[src/rtl/bus_sequencer.sv]
// bus_sequencer: multiplexed 8-bit external bus sequencer for a 16-bit CPU core.
// One access runs ADDR_LO -> ADDR_HI -> DATA -> DONE. The next state and the
// outputs are computed together and registered on the same edge, so every
// output is already valid in the cycle it belongs to.
// Optional feature: define BUS_WAIT_EN to let EXT_WAIT stretch the DATA phase,
// with a WAIT_MAX timeout that returns 8'hFF and sets a sticky BUS_ERR.
module bus_sequencer #(
  parameter int unsigned WAIT_MAX = 15
) (
  input  logic        CLK,
  input  logic        RST_N,
  input  logic [15:0] CPU_ADDRESS,
  input  logic        CPU_RW,
  input  logic [7:0]  CPU_DATA_OUT,
  input  logic        CPU_REQ,
  output logic [7:0]  CPU_DATA_IN,
  output logic        CPU_RDY,
  output logic [7:0]  IO_OUT,
  input  logic [7:0]  IO_IN,
  output logic [7:0]  IO_OE,
  output logic [1:0]  PHASE,
  output logic        EXT_RW,
  input  logic        EXT_WAIT,
  output logic        BUS_ERR
);

  localparam int unsigned ADDR_W = 16;
  localparam int unsigned DATA_W = 8;

  localparam logic [1:0] PH_IDLE = 2'b00;
  localparam logic [1:0] PH_LO   = 2'b01;
  localparam logic [1:0] PH_HI   = 2'b10;
  localparam logic [1:0] PH_DATA = 2'b11;

  localparam logic [DATA_W-1:0] OE_DRIVE = 8'hFF;
  localparam logic [DATA_W-1:0] OE_INPUT = 8'h00;

  // Reject out-of-range wait limits at elaboration time.
  if (WAIT_MAX == 0 || WAIT_MAX > 255) begin : g_bad_wait_max
    $error("bus_sequencer: WAIT_MAX must be in 1..255");
  end

  typedef enum logic [2:0] {
    S_IDLE,
    S_ADDR_LO,
    S_ADDR_HI,
    S_DATA,
    S_DONE
  } state_t;

  state_t              state, state_n;
  logic [ADDR_W-1:0]   addr_q, addr_n;
  logic                rw_q, rw_n;
  logic [DATA_W-1:0]   wdata_q, wdata_n;
  logic [DATA_W-1:0]   data_in_n;
  logic                rdy_n;
  logic [DATA_W-1:0]   io_out_n;
  logic [DATA_W-1:0]   io_oe_n;
  logic [1:0]          phase_n;
  logic                ext_rw_n;
  logic                leave_data;
  logic                timeout;

`ifdef BUS_WAIT_EN
  localparam int unsigned     CNT_W      = 8;
  localparam logic [CNT_W-1:0] WAIT_LIMIT = CNT_W'(WAIT_MAX);

  logic [CNT_W-1:0] wait_cnt, wait_cnt_n;
  logic             bus_err_n;
`else
  logic unused_ext_wait;
  assign unused_ext_wait = EXT_WAIT;
  assign BUS_ERR         = 1'b0;
`endif

  // Next state, latched access and next-cycle output decode.
  always_comb begin
    state_n    = state;
    addr_n     = addr_q;
    rw_n       = rw_q;
    wdata_n    = wdata_q;
    data_in_n  = CPU_DATA_IN;
    leave_data = 1'b1;
    timeout    = 1'b0;
`ifdef BUS_WAIT_EN
    wait_cnt_n = wait_cnt;
    bus_err_n  = BUS_ERR;
`endif

    case (state)
      S_IDLE, S_DONE: begin
        if (CPU_REQ) begin
          state_n = S_ADDR_LO;
          addr_n  = CPU_ADDRESS;
          rw_n    = CPU_RW;
          wdata_n = CPU_DATA_OUT;
        end else begin
          state_n = S_IDLE;
        end
      end
      S_ADDR_LO: state_n = S_ADDR_HI;
      S_ADDR_HI: state_n = S_DATA;
      S_DATA: begin
`ifdef BUS_WAIT_EN
        if (EXT_WAIT) begin
          if (wait_cnt < WAIT_LIMIT) begin
            leave_data = 1'b0;
            wait_cnt_n = wait_cnt + CNT_W'(1);
          end else begin
            timeout = 1'b1;
          end
        end
`endif
        if (leave_data) begin
          state_n = S_DONE;
          if (rw_q) begin
            data_in_n = timeout ? 8'hFF : IO_IN;
          end
`ifdef BUS_WAIT_EN
          wait_cnt_n = '0;
          if (timeout) begin
            bus_err_n = 1'b1;
          end
`endif
        end
      end
      default: state_n = S_IDLE;
    endcase

    rdy_n    = 1'b0;
    io_out_n = 8'h00;
    io_oe_n  = OE_INPUT;
    phase_n  = PH_IDLE;
    ext_rw_n = 1'b1;

    case (state_n)
      S_ADDR_LO: begin
        io_out_n = addr_n[7:0];
        io_oe_n  = OE_DRIVE;
        phase_n  = PH_LO;
        ext_rw_n = rw_n;
      end
      S_ADDR_HI: begin
        io_out_n = addr_n[15:8];
        io_oe_n  = OE_DRIVE;
        phase_n  = PH_HI;
        ext_rw_n = rw_n;
      end
      S_DATA: begin
        phase_n  = PH_DATA;
        ext_rw_n = rw_n;
        if (!rw_n) begin
          io_out_n = wdata_n;
          io_oe_n  = OE_DRIVE;
        end
      end
      S_DONE: begin
        rdy_n    = 1'b1;
        ext_rw_n = rw_n;
      end
      default: ;
    endcase
  end

  // State, latched access and registered outputs.
  always_ff @(posedge CLK) begin
    if (!RST_N) begin
      state       <= S_IDLE;
      addr_q      <= '0;
      rw_q        <= 1'b1;
      wdata_q     <= '0;
      CPU_DATA_IN <= 8'h00;
      CPU_RDY     <= 1'b0;
      IO_OUT      <= 8'h00;
      IO_OE       <= OE_INPUT;
      PHASE       <= PH_IDLE;
      EXT_RW      <= 1'b1;
    end else begin
      state       <= state_n;
      addr_q      <= addr_n;
      rw_q        <= rw_n;
      wdata_q     <= wdata_n;
      CPU_DATA_IN <= data_in_n;
      CPU_RDY     <= rdy_n;
      IO_OUT      <= io_out_n;
      IO_OE       <= io_oe_n;
      PHASE       <= phase_n;
      EXT_RW      <= ext_rw_n;
    end
  end

`ifdef BUS_WAIT_EN
  // Wait counter and sticky timeout flag.
  always_ff @(posedge CLK) begin
    if (!RST_N) begin
      wait_cnt <= '0;
      BUS_ERR  <= 1'b0;
    end else begin
      wait_cnt <= wait_cnt_n;
      BUS_ERR  <= bus_err_n;
    end
  end
`endif

endmodule
[config.mk]
export PLATFORM = sky130hd
export DESIGN_NAME = bus_sequencer
export DESIGN_NICKNAME = d
export VERILOG_FILES = /design/src/rtl/bus_sequencer.sv
export SDC_FILE = /design/constraint.sdc
export NUM_CORES = 1
export LEC_CHECK = 0
export BUFFER_PORTS_ARGS = -buffer_cell sky130_fd_sc_hd__buf_2
export CORE_MARGIN = 2
export CORE_UTILIZATION = 40
export CTS_CLUSTER_DIAMETER = 150
export DETAILED_ROUTE_END_ITERATION = 8
export HOLD_SLACK_MARGIN = 0.05
export PLACE_DENSITY_LB_ADDON = 0.08
export SKIP_LAST_GASP = 1
export SYNTH_ARGS = -nofsm -noshare
export SYNTH_HDL_FRONTEND = slang
export SYNTH_SLANG_ARGS = --single-unit
[constraint.sdc]
create_clock -name CLK -period 2.1 [get_ports CLK]
set_input_delay 0.525 -clock CLK [delete_from_list [all_inputs] [get_ports CLK]]
set_output_delay 0.525 -clock CLK [all_outputs]
set_load 0.005 [all_outputs]
# After elaboration in Yosys (flattened, before gate mapping)
# Index checks and enable logic that the tools add are counted.
[totals]
regBits = 56
latchBits = 0
mem_bits_rw = 0
rom_bits = 0
input_bits = 37
output_inout_bits = 29
n_memories = 0
[op_classes]
n_addsub = 0
n_mul = 0
div = 0
order_cmp = 0
eq_ne = 8
shift = 0
muxes = 14
bitwise = 0
n_reduce_logical = 6
[op_table]
columns = ["op", "count"]
rows = [
  ["$mux W16", 2],
  ["$mux W8", 4],
  ["$pmux W8 S3", 1],
  ["$pmux W8 S2", 1],
  ["$eq A3 B2 Y1 const B", 4],
  ["$pmux W3 S4", 1],
  ["$eq A3 B1 Y1 const B", 2],
  ["$eq A3 B3 Y1 const B", 2],
  ["$pmux W2 S3", 1],
  ["$mux W1", 4],
  ["$reduce_and A2 Y1", 2],
  ["$reduce_or A2 Y1", 2],
  ["$reduce_or A4 Y1", 1],
  ["$logic_not A3 Y1", 1],
]

# Longest topological paths before layout
# Gate-level depths: netlist of run 1.
[depth]
depth_word = 6
ltp_mapped = 6
depth_no_buf = 3

# Worst setup path after synthesis of run 1
# No wires, ideal clock.
[synth_path]
path_kind = "input-to-reg"
from = "in CPU_REQ"
to = "reg addr_q[11]"
t_arrival_ns = 1.221
setup_slack_ns = 0.762
path_stages = 5
n_path_buf = 2
path_cell_list = "or3b_1 buf_2 buf_6 nand2_1 a21boi_1"
[synth_via]
elab_chain_cells = 2
[synth_rtl]
columns = ["item", "line_no", "source"]
rows = [
  ["start: declaration", "15", "input logic CPU_REQ,"],
  ["$mux W16", "92", "if (CPU_REQ) begin"],
  ["$mux W16", "90", "case (state)"],
  ["end signal: assignment", "180", "addr_q <= addr_n;"],
  ["end: declaration", "52", "logic [ADDR_W-1:0] addr_q, addr_n;"],
]
# No other way between the ends.
# A chain may end at the register's enable or synchronous reset.

# Worst setup path in the final report of run 1
[layout_path]
from = "reg state[0]"
to = "reg EXT_RW"
[layout_via]
elab_chain_cells = 6
[layout_rtl]
columns = ["item", "line_no", "source"]
rows = [
  ["start: declaration", "51", "state_t state, state_n;"],
  ["start signal: assignment", "179", "state <= state_n;"],
  ["$eq A3 B3 Y1 / $logic_not A3 Y1 (equally long branches)", "90", ""],
  ["$reduce_or A2 Y1", "90", ""],
  ["$pmux W3 S4", "90", ""],
  ["$eq A3 B2 Y1, or another cell as far along", "136", "case (state_n)"],
  ["$reduce_or A4 Y1 (no line)", "--", ""],
  ["$reduce_and A2 Y1 (no line)", "--", ""],
  ["end signal: assignment", "188", "EXT_RW <= ext_rw_n;"],
  ["end: declaration", "22", "output logic EXT_RW,"],
]
# Several ways; a longest one is shown, not always the timed one.

==> results of run 1 <==
[layout make-up]
class | count | area [sq um]
fill | 410 | 1988
sequential | 41 | 820.8
multi-input combinational | 128 | 732.0
timing repair buffer | 68 | 352.8
clock buffer | 7 | 96.34
tap | 50 | 62.56
clock inverter | 1 | 5.005
[placed cells by master, fill, tap and decap left out, drive strengths merged, types with 3 or more instances in the layout]
cell type / Yosys / final
and4b: 3 / 3
nor2: 9 / 9
nand3: 4 / 4
a31oi: 4 / 4
a21boi: 24 / 24
a222oi: 4 / 4
nand2: 56 / 56
buf: 18 / 68
nor2b: 8 / 8
o21ai: 3 / 3
clkbuf: 5 / 7
nor3b: 5 / 5
dfxtp: 41 / 41
[cell usage after synthesis, drive strengths merged]
cell type  count  area (sq um)
buf           18         133.9
a31oi          4         25.02
nor3b          5         42.54
nor4b          1         23.77
o311ai         1         16.27
nand2         56         210.2
o21ai          3         15.01
nand3          4         20.02
nor3           1         5.000
conb           1         3.750
and4b          3         30.03
clkbuf         5         18.77
dfxtp         41         820.8
a222oi         4         40.04
nand4b         1         8.760
o311a          1         10.01
nor2b          8         50.05
or3b           1         8.760
a21boi        24         180.2
nor2           9         33.78
xnor2          1         8.760
[sequential cells by signal (all words and copies together), names as in the netlist]
| register | cells |
|---|---|
| state | 3 |
| rw_q | 1 |
| IO_OUT | 8 |
| EXT_RW | 1 |
| IO_OE | 1 |
| CPU_DATA_IN | 8 |
| CPU_RDY | 1 |
| wdata_q | 8 |
| addr_q | 8 |
| PHASE | 2 |
[per-layer routing]
layer  wire, um  up-vias
met5          0        -
met4         24        0
met3        227        2
met2       1549       43
met1       1738      628
li1           -      738
[how the worst min path moves through the flow]
stage,startpoint,end,slack [ns],depth (start not counted)
after CTS,wdata_q[0]$_SDFF_PN0_,wdata_q[0]$_SDFF_PN0_,0.46,2
after global placement,addr_q[13]$_SDFF_PN0_,addr_q[13]$_SDFF_PN0_,0.44,2
after floorplan,addr_q[13]$_SDFF_PN0_,addr_q[13]$_SDFF_PN0_,0.43,2
after global routing,CPU_ADDRESS[10],addr_q[10]$_SDFF_PN0_,0.46,3
after detailed placement,wdata_q[0]$_SDFF_PN0_,wdata_q[0]$_SDFF_PN0_,0.45,2
final,wdata_q[4]$_SDFF_PN0_,wdata_q[4]$_SDFF_PN0_,0.46,2
[power breakdown]
part | internal [mW] | leakage (nW) | switching, mW
Clock | 0.297 | 0.0542 | 0.257
Combinational | 0.140 | 0.518 | 0.147
Sequential | 0.839 | 0.335 | 0.0519
Total | 1.28 | 0.907 | 0.456
[per-stage QoR]
stage | power (mW) | worst slack (ns) | instance area [sq um]
final | 1.732 | 0.5150 | 2069
after global routing | 1.821 | 0.3874 | 2069
after CTS | 1.755 | 0.5093 | 2069
after detailed placement | 1.200 | 0.4107 | 1968
after global placement | 1.197 | 0.4193 | 1968
after floorplan | 1.124 | 0.7625 | 1705
[worst min-delay path: stages (launching register included)]
cell and delay [ns]:
dfxtp_1 0.32, nand2_1 0.05, a21boi_1 0.05
[logic make-up (layout without fill, tap and decap cells)]
family / count (synthesis) / in the layout / synth area share, %
buffers and inverters: 23 / 76 / 8.950
xor gates and xnor gates: 1 / 1 / 0.5137
AOI/OAI and AO/OA: 37 / 37 / 16.80
DFF: 41 / 41 / 48.13
and+or+nand+nor: 89 / 89 / 25.38
other: 1 / 1 / 0.2199
==> flow_summary.json, run 1 <==
{
  "core_sq_um": 4058,
  "worstRegToRegCells": 3,
  "fin_cells": 295,
  "fin_crit_sh_pct": 75.48,
  "root_buffer": "clkbuf_8",
  "ys_seq_elements": 41,
  "wire_per_inst_um": 12.00,
  "tns_ns": 0,
  "crit_end": "EXT_RW$_SDFF_PN1_",
  "antenna_found_initial": 0,
  "fin_nets": 281,
  "critPathSlowestCell": "or3b_1",
  "seq_area_frac_synth_pct": 48.13,
  "synth_warnings": 0,
  "grt_use_met2_pct": 22.22,
  "syn-cell-area_sq_um": 1705,
  "die_w_um": 69.30,
  "leakagePower_nw": 0.9068,
  "hold_path.class": "flop to flop",
  "die_h_um": 69.30,
  "finalSetupViolations": 0,
  "cts_hold_buf": 0,
  "max_freq_mhz": 630.9,
  "drtAntennaViolNets": 0,
  "numCtsBuffers": 5,
  "whs_ns": 0.4591,
  "dpl.hpwl_um": 2529,
  "cp_num_cells": 3,
  "ctsResizeCount": 0,
  "r2r_slack_ns": 0.51,
  "ctsHtreeMaxLevel": 2,
  "clock_latency_ns": 0.29,
  "tightest_slew_ns": 0.5833,
  "grt_start_max_net_pins": 20,
  "dp.cells": 287,
  "use_met3_pct": 5.814,
  "crit_family": "simple AND/OR/NAND/NOR gates",
  "rows": 23,
  "clock_skew_ns": 0.006115,
  "port_buffers": 63,
  "r2r_end": "EXT_RW$_SDFF_PN1_",
  "criticalPathCategory": "flop to flop",
  "cts_tree": "yes",
  "reg2reg_from": "state[0]$_SDFF_PN0_",
  "critPathMaxStageDelay_ns": 0.70,
  "cts_buffer_depth": 2,
  "start_kind": "flop",
  "drive_gt1_share_pct": 32.24,
  "dieArea_sq_um": 4802,
  "cp_max_fo": 17,
  "clkSinkCount": 41,
  "drc": 0,
  "ir_drop_mv": 0.3225,
  "wl_um": 3539,
  "viasPerCell": 4.783,
  "finalMaxSlewViolations": 0,
  "maxCapViolCount": 0,
  "status": "finished clean",
  "postSynthCellCount": 192,
  "post-cts-setup-buffers": 0,
  "grtUsageTotal_pct": 15.06,
  "drt-initial-drc-count": 50,
  "min_period_ns": 1.585,
  "syn_area_per_cell_sq_um": 8.882,
  "grt_pass1_vias": 1257,
  "syn-num-nets": 229,
  "vias": 1411,
  "endpoint_kind": "flop",
  "synth.distinct_cells": 26,
  "grt_pass1_wl_um": 5892,
  "critPathArrivalTime_ns": 1.75,
  "overflow": 0,
  "p_per_area_nw_per_um2": 836.8,
  "syn2layout_area_growth_pct": 21.35,
  "worstSetupStartpoint": "state[0]$_SDFF_PN0_",
  "fin_util_pct": 51.00,
  "grt_use_met1_pct": 20.31,
  "routabilityCongestion": 0.7278,
  "boundaryPins": 66,
  "antenna_cells": 0,
  "hold_viol": 0,
  "rsz0062_at_grt": "false",
  "maxSlewHeadroom_pct": 61.12,
  "top_usage_layer": "met2",
  "clkTransAtPathRegs_ns": 0.08,
  "first_pass_iters": 4,
  "required_ns": 2.26,
  "cp_num_buf_inv": 0,
  "path_cells": "or3b_1 -> nor2_1 -> o21ai_0",
  "start_util_pct": 42.03
}
Note: power is estimated with default switching activity, not from simulation.
==> inputs of run 2 (changes only) <==
--- a/config.mk
+++ b/config.mk
@@ -5,6 +5,7 @@
 export SDC_FILE = /design/constraint.sdc
 export NUM_CORES = 1
 export LEC_CHECK = 0
+export ABC_AREA = 1
 export BUFFER_PORTS_ARGS = -buffer_cell sky130_fd_sc_hd__buf_2
 export CORE_MARGIN = 2
 export CORE_UTILIZATION = 40
==> constraint.sdc (replaced) <==
create_clock -name CLK -period 1.6 [get_ports CLK]
set_input_delay 0.4 -clock CLK [delete_from_list [all_inputs] [get_ports CLK]]
set_output_delay 0.4 -clock CLK [all_outputs]
set_load 0.005 [all_outputs]
==> run 2 against run 1 <==
- sequential share of layout area shrank 0.87 points
- utilization shrank 1.7 points
- critical path depth grew 2
- global-route usage rose by 0.78 points
- design area is 2.2% higher
- setup slack worse by 0.26 ns
- non-clock buffer count rose by 1
- maximum frequency grew 18%
==> flow_summary.json, run 2 <==
{
  "status": "finished clean",
  "synth.top_cells.by_count": "dfxtp_1, nand2_1, nor2_1, inv_1, nand3_1",
  "finalSetupViolations": 0,
  "antenna_cells": 0,
  "first_pass_iters": 4,
  "grtUsageTotal_pct": 15.83,
  "post-cts-setup-buffers": 0,
  "grt_pass1_wl_um": 6168,
  "layout_common_cells": "buf_2, dfxtp_1, nand2_1",
  "whs_path_depth": 3,
  "start_kind": "flop",
  "required_ns": 1.78,
  "async_reset_ff_share_pct": 0,
  "fin_util_pct": 49.27,
  "cts_tree": "yes",
  "maxCapViolCount": 0,
  "vias": 1510,
  "criticalPathCategory": "flop to flop",
  "final_common_cell": "buf_2",
  "fin_nets": 311,
  "finalMaxSlewViolations": 0,
  "yosysMostFrequentCell": "dfxtp_1",
  "dp.cells": 319,
  "boundaryPins": 66,
  "core_sq_um": 4294,
  "dpl.hpwl_um": 2590,
  "syn-num-nets": 257,
  "grt_pass1_vias": 1417,
  "synth_edf_count": 0,
  "drive_gt1_share_pct": 32.12,
  "whs_ns": 0.3366,
  "clkSinkCount": 41,
  "cts_hold_buf": 0,
  "routabilityCongestion": 0.7584,
  "place_ws_ns": 0.2542,
  "port_buffers": 63,
  "hold_path.class": "primary input to flop",
  "leakagePower_nw": 1.050,
  "hold_path.startpoint": "IO_IN[3]",
  "drtAntennaViolNets": 0,
  "clock_skew_ns": 0.003748,
  "drt-initial-drc-count": 76,
  "clkTransAtPathRegs_ns": 0.07,
  "seq_area_frac_synth_pct": 46.99,
  "cp_max_fo": 9,
  "p_per_area_nw_per_um2": 1037,
  "syn-cell-area_sq_um": 1747,
  "ctsHtreeMaxLevel": 2,
  "ir_drop_mv": 0.5192,
  "viasPerCell": 4.632,
  "syn_area_per_cell_sq_um": 7.939,
  "max_freq_mhz": 744.4,
  "critPathArrivalTime_ns": 1.52,
  "ctsResizeCount": 0,
  "endpoint_kind": "flop",
  "wl_um": 3586,
  "regArea_sq_um": 820.8,
  "rsz0062_at_grt": "false",
  "postSynthCellCount": 220,
  "syn2layout_area_growth_pct": 21.13,
  "drc": 0,
  "grt_start_max_net_pins": 32,
  "die_h_um": 70.08,
  "min_period_ns": 1.343,
  "whs_endpoint": "CPU_DATA_IN[3]$_SDFFE_PN0P_",
  "r2r_slack_ns": 0.26,
  "die_w_um": 70.08,
  "fin_crit_sh_pct": 83.96,
  "multiInputGateArea_sq_um": 680.7,
  "overflow": 0,
  "synth_top_area_cell": "dfxtp_1",
  "synth.area.top_cells": "dfxtp_1, nand2_1, nor2_1",
  "numCtsBuffers": 5,
  "rows": 24,
  "setup_slack_ns": 0.2566,
  "clock_latency_ns": 0.28,
  "start_util_pct": 40.68,
  "tns_ns": 0,
  "worstRegToRegCells": 5,
  "fin_cells": 326,
  "wire_per_inst_um": 11.00,
  "cts_buffer_depth": 2,
  "synth_warnings": 0,
  "fill_cells": 447,
  "ys_seq_elements": 41,
  "synth_top_area_share_pct": 46.99,
  "r2r_end": "CPU_DATA_IN[4]$_SDFFE_PN0P_",
  "dieArea_sq_um": 4911,
  "synth.distinct_cells": 21,
  "synth_ff_type": "dfxtp_1",
  "hold_viol": 0,
  "reg2reg_from": "state[1]$_SDFF_PN0_",
  "root_buffer": "clkbuf_8",
  "antenna_found_initial": 0
}
==> run 2: cell types whose count changed after synthesis, moves of 4 or more <==
cell      delta
a211oi_2     +8
a21boi_0     -9
a21boi_1    -15
a21oi_1     +18
a222oi_1     -4
inv_1       +22
nand2_1     -21
nand3_1     +16
nand4_1      +9
nor2_1      +19
nor2b_1      -8
nor3b_1      -4
o21ai_0      +6
==> run 2: stage by stage <==
| step | power [mW] | instance area [sq um] |
|---|---|---|
| 3_5_place_dp | 1.559 | 2029 |
| 4_1_cts | 2.231 | 2116 |
| 5_1_grt | 2.339 | 2116 |
| 3_3_place_gp | 1.559 | 2029 |
| 6_report | 2.193 | 2116 |
| 2_1_floorplan | 1.463 | 1747 |
==> run 2: how the worst max path moves through the flow <==
stage | start | to | cells after the start
floorplan | state[1]$_SDFF_PN0_ | EXT_RW$_SDFF_PN1_ | 6
CTS | state[1]$_SDFF_PN0_ | CPU_DATA_IN[4]$_SDFFE_PN0P_ | 5
detailed placement | state[1]$_SDFF_PN0_ | CPU_DATA_IN[4]$_SDFFE_PN0P_ | 5
global route | state[1]$_SDFF_PN0_ | CPU_DATA_IN[4]$_SDFFE_PN0P_ | 5
finish | state[1]$_SDFF_PN0_ | CPU_DATA_IN[4]$_SDFFE_PN0P_ | 5
global placement | state[1]$_SDFF_PN0_ | CPU_DATA_IN[3]$_SDFFE_PN0P_ | 5
==> run 2: layout make-up <==
| type | count | share of cell area [%] |
|---|---|---|
| clock buffers | 7 | 4.080 |
| inverters | 24 | 4.258 |
| multi-input cells | 133 | 32.17 |
| flip-flops and latches | 41 | 38.79 |
| well taps | 52 | 3.075 |
| repair buffers | 69 | 17.62 |
==> run 2: logic make-up after synthesis <==
group / share of synthesized area, %
and+or+nand+nor: 24.43
buffers and inverters: 14.04
DFF: 46.99
AOI/OAI and AO/OA: 14.33
other: 0.2147
==> run 2: where the power goes <==
part | total (mW) | internal [mW] | switching, mW
Clock | 0.662 | 0.342 | 0.320
Sequential | 1.14 | 1.10 | 0.0372
Combinational | 0.394 | 0.170 | 0.224
Total | 2.19 | 1.61 | 0.582
==> run 2: layer usage <==
metal  part of all wire, %  up-vias  track usage [%]
li1                      -      810                -
met2                    44       43            24.97
met5                     0        -                0
met1                    49      651            20.05
met4                   1.2        0            5.128
met3                   5.8        6            5.916
==> run 2: critical path, cell delays in order, from the launching register on <==
cell	delay (ns)
dfxtp_1	0.44
nand3_1	0.21
nor2_4	0.22
inv_1	0.17
nor2_1	0.13
nor2_1	0.06
